$ cat config.mk
export PLATFORM = sky130hd
export DESIGN_NAME = mix_columns_seq
export DESIGN_NICKNAME = d
export VERILOG_FILES = /design/src/rtl/aes_pkg.sv /design/src/rtl/mix_column_word.sv /design/src/rtl/mix_columns_seq.sv
export SDC_FILE = /design/constraint.sdc
export NUM_CORES = 1
export LEC_CHECK = 0
export BUFFER_PORTS_ARGS = -buffer_cell sky130_fd_sc_hd__buf_2
export CAP_MARGIN = 20
export CORE_UTILIZATION = 38
export DETAILED_ROUTE_END_ITERATION = 8
export PLACE_DENSITY_LB_ADDON = 0.12
export SLEW_MARGIN = 20
export SYNTH_ARGS = -nofsm -noshare
export SYNTH_HDL_FRONTEND = slang
export SYNTH_SLANG_ARGS = --single-unit
$ cat constraint.sdc
create_clock -name clk -period 2.4 [get_ports clk]
set_input_delay 0.12 -clock clk [delete_from_list [all_inputs] [get_ports clk]]
set_output_delay 0.12 -clock clk [all_outputs]
set_load 0.01 [all_outputs]
$ cat src/rtl/aes_pkg.sv
// AES helpers shared by the MixColumns engine: GF(2^8) arithmetic,
// engine FSM encoding and state-width constants.
package aes_pkg;

  localparam logic [7:0] AES_POLY    = 8'h1b;
  localparam int         AES_STATE_W = 128;

  typedef enum logic [1:0] {
    ST_IDLE = 2'd0,
    ST_BUSY = 2'd1,
    ST_DONE = 2'd2
  } mixcol_state_t;

  // Multiply by x, reduced modulo x^8+x^4+x^3+x+1.
  function automatic logic [7:0] gf_xtime(input logic [7:0] a);
    return {a[6:0], 1'b0} ^ (a[7] ? AES_POLY : 8'h00);
  endfunction

  // General product built from an xtime chain; every partial term stays reduced.
  function automatic logic [7:0] gf_mul(input logic [7:0] a, input logic [7:0] b);
    logic [7:0] p;
    logic [7:0] r;
    p = a;
    r = 8'h00;
    for (int i = 0; i < 8; i++) begin
      if (b[i]) r = r ^ p;
      p = gf_xtime(p);
    end
    return r;
  endfunction

endpackage

$ cat src/rtl/mix_column_word.sv
// Combinational MixColumns on one 32-bit column (row r = bits [8r+7:8r]).
// The inverse branch is built only when MIXCOL_INV_EN is defined; otherwise
// the inv input is ignored and the column is always transformed forward.
module mix_column_word
  import aes_pkg::*;
(
  input  logic [31:0] col_in,
  input  logic        inv,
  output logic [31:0] col_out
);

  logic [3:0][7:0] a;
  logic [3:0][7:0] fwd;

  assign a = col_in;

  // Row r uses coefficients {2,3,1,1} rotated so that 2 lands on row r.
  for (genvar r = 0; r < 4; r++) begin : g_fwd
    localparam int R1 = (r + 1) % 4;
    localparam int R2 = (r + 2) % 4;
    localparam int R3 = (r + 3) % 4;
    assign fwd[r] = gf_xtime(a[r]) ^ gf_xtime(a[R1]) ^ a[R1] ^ a[R2] ^ a[R3];
  end

`ifdef MIXCOL_INV_EN
  logic [3:0][7:0] invb;

  // Same rotation with {0e,0b,0d,09}.
  for (genvar r = 0; r < 4; r++) begin : g_inv
    localparam int R1 = (r + 1) % 4;
    localparam int R2 = (r + 2) % 4;
    localparam int R3 = (r + 3) % 4;
    assign invb[r] = gf_mul(a[r],  8'h0e) ^ gf_mul(a[R1], 8'h0b) ^
                     gf_mul(a[R2], 8'h0d) ^ gf_mul(a[R3], 8'h09);
  end

  assign col_out = inv ? invb : fwd;
`else
  logic unused_inv;
  assign unused_inv = inv;
  assign col_out    = fwd;
`endif

endmodule

$ cat src/rtl/mix_columns_seq.sv
// Iterative AES MixColumns engine with valid/ready on both sides.
// COLS_PER_CYCLE columns (1, 2 or 4) are transformed in place per BUSY beat;
// the finished block is held in DONE until out_ready.
// Optional feature: define MIXCOL_INV_EN to enable InvMixColumns via inv_in.
module mix_columns_seq
  import aes_pkg::*;
#(
  parameter int COLS_PER_CYCLE = 1
) (
  input  logic                   clk,
  input  logic                   rst_n,
  input  logic                   in_valid,
  output logic                   in_ready,
  input  logic [AES_STATE_W-1:0] state_in,
  input  logic                   inv_in,
  output logic                   out_valid,
  input  logic                   out_ready,
  output logic [AES_STATE_W-1:0] state_out,
  output logic                   busy
);

  if (COLS_PER_CYCLE != 1 && COLS_PER_CYCLE != 2 && COLS_PER_CYCLE != 4) begin : g_bad_cfg
    $error("mix_columns_seq: COLS_PER_CYCLE must be 1, 2 or 4");
  end

  localparam int         CPC_SAFE = (COLS_PER_CYCLE > 0) ? COLS_PER_CYCLE : 1;
  localparam int         BEATS    = 4 / CPC_SAFE;
  // First column of the final beat; reaching it means the block completes this cycle.
  localparam logic [1:0] LAST_IDX = 2'((BEATS - 1) * CPC_SAFE);
  localparam logic [1:0] IDX_STEP = 2'(CPC_SAFE);

  mixcol_state_t                    state;
  logic [3:0][31:0]                 work;
  logic [3:0][31:0]                 work_nxt;
  logic [1:0]                       col_idx;
  logic                             inv_q;
  logic [COLS_PER_CYCLE-1:0][31:0]  lane_in;
  logic [COLS_PER_CYCLE-1:0][31:0]  lane_out;

  // One column transformer per lane, fed from the current column group.
  for (genvar i = 0; i < COLS_PER_CYCLE; i++) begin : g_lane
    assign lane_in[i] = work[col_idx + 2'(i)];
    mix_column_word u_mcw (
      .col_in  (lane_in[i]),
      .inv     (inv_q),
      .col_out (lane_out[i])
    );
  end

  // Column c belongs to the group starting at (c - c%CPC) and sits in lane c%CPC.
  for (genvar c = 0; c < 4; c++) begin : g_wb
    localparam int         LANE = c % CPC_SAFE;
    localparam logic [1:0] GRP  = 2'(c - LANE);
    assign work_nxt[c] = (col_idx == GRP) ? lane_out[LANE] : work[c];
  end

  // Handshake FSM and in-place working register.
  always_ff @(posedge clk or negedge rst_n) begin
    if (!rst_n) begin
      state   <= ST_IDLE;
      work    <= '0;
      col_idx <= '0;
    end else begin
      case (state)
        ST_IDLE: begin
          if (in_valid) begin
            work    <= state_in;
            col_idx <= '0;
            state   <= ST_BUSY;
          end
        end
        ST_BUSY: begin
          work    <= work_nxt;
          col_idx <= col_idx + IDX_STEP;
          if (col_idx == LAST_IDX) state <= ST_DONE;
        end
        ST_DONE: begin
          if (out_ready) state <= ST_IDLE;
        end
        default: state <= ST_IDLE;
      endcase
    end
  end

`ifdef MIXCOL_INV_EN
  // Mode is captured only on the accept edge.
  always_ff @(posedge clk or negedge rst_n) begin
    if (!rst_n)                            inv_q <= 1'b0;
    else if (state == ST_IDLE && in_valid) inv_q <= inv_in;
  end
`else
  logic unused_inv_in;
  assign unused_inv_in = inv_in;
  assign inv_q         = 1'b0;
`endif

  assign in_ready  = (state == ST_IDLE);
  assign busy      = (state == ST_BUSY);
  assign out_valid = (state == ST_DONE);
  assign state_out = work;

endmodule
# After elaboration in Yosys (flattened, before gate mapping)
# Index checks and enable logic that the tools add are counted.
totals:
  register_bits: 132
  output_inout_bits: 131
  word_cells: 66
  in_bits: 133
classes:
  n_lt_le_gt_ge: 1
  mux: 18
  eq_ne: 11
  n_bitwise: 20
  n_reduce_logical: 9
  add_sub_neg: 1
ops:
  columns: ["cell", "count"]
  rows:
  - ["one-hot mux 128 bit (2 select lines)", 1]
  - ["two-way mux 32 bit", 5]
  - ["bitwise XOR 8 bit", 20]
  - ["two-way mux 128 bit", 1]
  - ["binary-select mux 32 bit (select 2 bit)", 1]
  - ["two-way mux 5 bit", 4]
  - ["AND reduction 3 bit", 5]
  - ["inequality test 2 x 1 -> 1 bit (second input constant)", 5]
  - ["two-way mux 2 bit", 4]
  - ["== test 2 bit (second input constant)", 3]
  - ["one-hot mux 2 bit (3 select lines)", 1]
  - ["== test 2 x 1 -> 1 bit (second input constant)", 2]
  - ["zero test 2 bit", 2]
  - ["one-hot mux 2 bit (2 select lines)", 1]
  - ["< comparator 2 x 3 -> 1 bit (second input constant)", 1]
  - ["adder 2 x 1 -> 2 bit (second input constant)", 1]
  - ["inequality test 2 bit (second input constant)", 1]
  - ["AND reduction 2 bit", 1]
  - ["nonzero test 2 bit", 1]

# Longest topological paths before layout
depth:
  depth_word: 10
  depth_mapped: 10
  depth_no_buf: 6

# Hierarchy
# A second synthesis with hierarchy kept.
hier_totals:
  hier_cells: 763
  hier_area_um2: 8371.8
modules_own_cells:
  columns: ["module", "cells_each", "instances", "area_per_inst_um2", "seq_area_each_um2"]
  rows:
  - ["mix_columns_seq", 651, 1, 7257.0, 3303.2]
  - ["mix_column_word", 112, 1, 1114.8, 0.0]

# Least setup slack after synthesis
# Ideal clock, no wire load.
synth_path:
  kind: "register to register"
  start: "register col_idx[1]"
  end: "register work (netlist bit state_out[29])"
  period_less_slack_ns: 2.401
  path_buffers: 4
  t_required_ns: 2.266
  path_stages_with_launch: 11
  setup_ns: 0.134
  t_arrival_ns: 2.267
  setup_slack_ns: -0.001
  path_cell_list: "dfrtp_1 buf_2 buf_4 buf_4 inv_1 ha_1 nand2_1 a21oi_1 clkbuf_1 mux2i_1 o21ai_0"
synth_between:
  elab_chain_cells: 9
  elab_cells_between_ends: 13
  classes_between: "eq/ne (1); mux (4); bitwise (6); reduce/logical (2)"
synth_lines:
  columns: ["element", "line", "text"]
  rows:
  - ["start: declaration", "mix_columns_seq.sv:35", "logic [1:0] col_idx;"]
  - ["start signal: assignment", "mix_columns_seq.sv:74", "col_idx <= col_idx + IDX_STEP;"]
  - ["binary-select mux 32 bit (select 2 bit)", "mix_columns_seq.sv:42", "assign lane_in[i] = work[col_idx + 2'(i)];"]
  - ["two-way mux 32 bit (not written as such)", "mix_columns_seq.sv:42", null]
  - ["bitwise XOR 8 bit", "aes_pkg.sv:16", "return {a[6:0], 1'b0} ^ (a[7] ? AES_POLY : 8'h00);"]
  - ["bitwise XOR 8 bit (4 in series)", "mix_column_word.sv:22", "assign fwd[r] = gf_xtime(a[r]) ^ gf_xtime(a[R1]) ^ a[R1] ^ a[R2] ^ a[R3];"]
  - ["two-way mux 32 bit", "mix_columns_seq.sv:54", "assign work_nxt[c] = (col_idx == GRP) ? lane_out[LANE] : work[c];"]
  - ["one-hot mux 128 bit (2 select lines)", "mix_columns_seq.sv:64", "case (state)"]
  - ["end signal: assignment", "mix_columns_seq.sv:67", "work <= state_in;"]
  - ["end signal: assignment", "mix_columns_seq.sv:73", "work <= work_nxt;"]
  - ["end: declaration", "mix_columns_seq.sv:33", "logic [3:0][31:0] work;"]
# Several ways; a longest one is shown, not always the timed one. The select of a mux whose other input is x is not followed.
# A chain may end at the register's enable or synchronous reset.

# Worst setup path in the final report
layout_path:
  start: "register col_idx[0]"
  end: "register work (netlist bit state_out[116])"
layout_between:
  elab_chain_cells: 10
  elab_cells_between_ends: 15
  classes_between: "eq/ne (2); mux (6); bitwise (6); reduce/logical (1)"
layout_lines:
  columns: ["element", "line"]
  rows:
  - ["binary-select mux 32 bit (select 2 bit)", "mix_columns_seq.sv:42"]
  - ["two-way mux 32 bit (not written as such)", "mix_columns_seq.sv:42"]
  - ["two-way mux 5 bit", "aes_pkg.sv:16"]
  - ["bitwise XOR 8 bit", "aes_pkg.sv:16"]
  - ["bitwise XOR 8 bit (4 in series)", "mix_column_word.sv:22"]
  - ["two-way mux 32 bit", "mix_columns_seq.sv:54"]
  - ["one-hot mux 128 bit (2 select lines)", "mix_columns_seq.sv:64"]
# Several ways; a longest one is shown, not always the timed one. The select of a mux whose other input is x is not followed.

==> impl_table.tex <==
\begin{tabular}{lr}
\hline
Metric & Value \\
\hline
\multicolumn{2}{l}{\textbf{Critical path}} \\
Crit. path cell count & 7 \\
Type of element launching the critical path & flop \\
Largest driver fanout on the critical path & 6 \\
List of cells traversed by the critical path & buf\_12 > buf\_12 > mux4\_2 > buf\_12 > xnor2\_4 > xnor3\_2 > o21ai\_1 \\
Number of buffer and inverter stages on the critical path & 3 \\
Maximum cell stage delay along the critical path & about 0.64 ns \\
Crit path max-delay cell type & mux4\_2 \\
Worst Path Required & $\sim$2.8 ns \\
Reg2Reg Setup Slack & -0.03 ns \\
Register-to-Register Path Depth & 7 \\
Family with the most delay on the worst path & XOR/XNOR gates \\
Sort of element at the end of the critical path & flop \\
Critical path class & flop to flop \\
Worst endpoint data arrival time & around 2.8 ns \\
CP dominant cell by count & buf\_12 \\
\multicolumn{2}{l}{\textbf{Global routing}} \\
Vias in the first global route & 6,553 \\
Initial antenna violation count & 0 \\
Total global routing track utilization & 0.243 \\
Sum of overflow across all layers after global routing & 0 \\
Global-route wire length before repair & roughly 40 mm \\
Maximum number of pins on one net before global-route repair & between 70 and 80 \\
\multicolumn{2}{l}{\textbf{Route}} \\
Total Routed Length & approximately 28 mm \\
Number of detailed-routing iterations run before antenna repair & 4 \\
Via count & roughly 7,000 \\
Iteration-0 DRC count of the detailed router & 298 \\
Remaining antenna violation count & 0 \\
Average vias per placed instance & between 5 and 6 \\
Remaining design rule violation count & 0 \\
Wirelength per Cell & approximately 21 um \\
\multicolumn{2}{l}{\textbf{Synthesis}} \\
Commonest cells post-synth & dfrtp\_1 (132), and2\_1 (128), mux2i\_1 (128) \\
Largest area contributor in the netlist & dfrtp\_1 \\
Area share of the largest cell type after synthesis & 0.388 \\
Number of synthesized register bits & about 130 \\
Netlist Area Pre-Place & roughly 8500 sq um \\
Number of enable-type register cells in the synthesized netlist & 0 \\
Yosys warnings & 0 \\
Post-Syn Instances & approximately 700 \\
Share of synthesized flip-flops with an asynchronous set or reset & 1.00 \\
Post-synthesis net count & between 800 and 900 \\
Top FF cell, synth & dfrtp\_1 \\
Most instantiated library cell after synthesis & dfrtp\_1 \\
Synth area leaders & dfrtp\_1 (39\%), mux2i\_1 (15\%), xnor3\_1 (9.5\%), and2\_1 (9.4\%), mux4\_2 (7.2\%) \\
Sequential element share of the synthesized area & 0.388 \\
Mean post-synth cell area & between 10 and 15 sq um \\
Unique cell type count in the Yosys netlist & 27 \\
\multicolumn{2}{l}{\textbf{Placed design}} \\
Sum of net half-perimeters after detailed placement & 20.4 mm \\
IO buf count & $\sim$260 \\
Weighted congestion reported at the end of routability-driven placement & 0.847 \\
Total placed cells including tap cells & approximately 1,300 \\
Post-placement cell area & about 11,000 sq um \\
Worst-case setup slack after placement & -0.0209 ns \\
\multicolumn{2}{l}{\textbf{Final layout}} \\
Final cell utilization of the core & 0.543 \\
Multi-input logic area & roughly 5200 sq um \\
Design Area, Final & about 12,000 sq um \\
P\&R area growth vs syn & 39.7\% \\
Antenna diodes & 0 \\
\# fillers & 1,978 \\
Final Instance Count excl. Fillers & $\sim$1,300 \\
Proportion of layout cells with a drive suffix above 1 & 0.469 \\
Total area of sequential cells & roughly 3300 sq um \\
Nets & 1,171 \\
\multicolumn{2}{l}{\textbf{Timing}} \\
Setup repair after global routing missed its margin & yes \\
Pins over their slew limit & 0 \\
Tcrit/Tclk final & 1.01 \\
Post-layout minimum cycle time & 2.43 ns \\
Highest achievable clock rate & 411 MHz \\
Measured slew at the worst slew-check pin & around 0.51 ns \\
Final hold viol count & 0 \\
Worst Clk Skew & approximately 0.0072 ns \\
Setup violations, final & 4 \\
Setup slack of the critical path after layout & -0.0343 ns \\
Headroom to the max-slew limit & 0.658 \\
\multicolumn{2}{l}{\textbf{Floorplanning}} \\
Floorplan die height & 152 um \\
Number of placement rows & between 50 and 60 \\
Die width & roughly 150 um \\
Initial cell density of the core & 0.388 \\
Die ar. & between 20,000 and 25,000 sq um \\
Area of the core & between 20,000 and 25,000 sq um \\
Num ports & around 260 \\
\multicolumn{2}{l}{\textbf{Clock network}} \\
Clk root buf & clkbuf\_16 \\
H-tree levels & 4 \\
Clock latency at the later pin of the worst-skew pair & between 0.4 and 0.5 ns \\
Count of clock tree sinks & roughly 130 \\
Clock tree from TritonCTS & built \\
Clock-pin transition on the worst setup and hold timing paths & roughly 0.060 ns \\
Buffers from clock root to sink, at most & 2 \\
Cts bufs inserted & 17 \\
\multicolumn{2}{l}{\textbf{Hold path}} \\
Min-delay worst type & primary input to flop \\
Instance count along the most critical hold path & 4 \\
\multicolumn{2}{l}{\textbf{Status}} \\
Status & finished with violations \\
Violations in the final reports & setup timing \\
\multicolumn{2}{l}{\textbf{Job}} \\
\# Max-Cap Violations & 0 \\
\hline
\end{tabular}
[logic make-up (layout without fill, tap and decap cells)]
group,Yosys count,after routing,share of synthesized area
DFF,132,132,0.388
AOI/OAI and AO/OA,137,137,0.0814
muxes,160,160,0.238
adders and majority gates,4,4,0.00589
buffers and inverters,53,399,0.0291
xor gates and xnor gates,73,73,0.156
and+or+nand+nor,142,142,0.102
[state kept, by name, indices dropped and copies added (netlist names)]
register   cells
col_idx        2
state          2
state_out    128
[routing by layer]
| metal | track usage | share of wire | wire (um) | up-vias |
|---|---|---|---|---|
| met5 | 0 | 0 | 0 | - |
| met4 | 0.0668 | 0.013 | 365 | 0 |
| met2 | 0.383 | 0.47 | 13100 | 247 |
| met3 | 0.0410 | 0.057 | 1580 | 28 |
| met1 | 0.346 | 0.46 | 12900 | 3388 |
| li1 | - | - | - | 3167 |
[tightest hold or removal path: stages]
cell and delay (ns):
buf_2 0.07, and2_1 0.10, mux2i_1 0.06, o21ai_0 0.06
[timing repair]
action	CTS	global route
endpoints found under the hold margin	133	0
gates resized for setup	6	122
hold buffers	2	0
pin swaps	0	53
setup endpoints to repair	17	108
setup buffers	0	38
[per-stage QoR]
stage | hold slack [ns] | TNS, ns
finish | 0.0212 | -0.104
global route | 0.0283 | -2.71
CTS | 0.0105 | 0
detailed placement | -0.0153 | -0.0554
global placement | -0.0139 | -0.0310
floorplan | -0.176 | -0.00440
[cells in the final DEF, fill, tap and decap left out, types with 3 or more instances in the layout]
master	n
buf_2	261
dfrtp_1	130
and2_1	128
mux2i_1	128
buf_4	67
o21ai_1	58
o21ai_0	54
mux4_2	32
xnor3_2	20
o21ai_2	18
clkbuf_16	17
buf_12	17
xnor3_1	16
buf_6	11
xor2_2	9
nand2_1	8
xnor2_2	6
xnor2_4	6
xor2_1	6
xor3_1	5
buf_8	5
inv_1	4
a21oi_4	4
ha_1	4
clkbuf_8	4
nand2b_1	3
xnor2_1	3
clkbuf_1	3
clkinvlp_4	3
bufinv_16	3
[final timing paths]
| path | from | to |
|---|---|---|
| hold / removal | state_in[69] | state_out[69] |
| setup reg to reg | col_idx[0] | state_out[116] |
| max in group asynchronous | rst_n | state_out[8] |
| setup / recovery | col_idx[0] | state_out[116] |
| min in group asynchronous | rst_n | state[1] |
| hold reg to reg | state_out[21] | state_out[21] |
[area by class of cell]
type / instances / area share
Multi-Input combinational cell: 516 / 0.440
Sequential cell: 132 / 0.278
Timing Repair Buffer: 363 / 0.199
Clock buffer: 24 / 0.0414
Tap cell: 280 / 0.0295
Clock inverter: 8 / 0.0103
Inverter: 4 / 0.00126
Power is not shown: default switching activity piles up to over one toggle a cycle in this logic, so the estimate is an artifact.
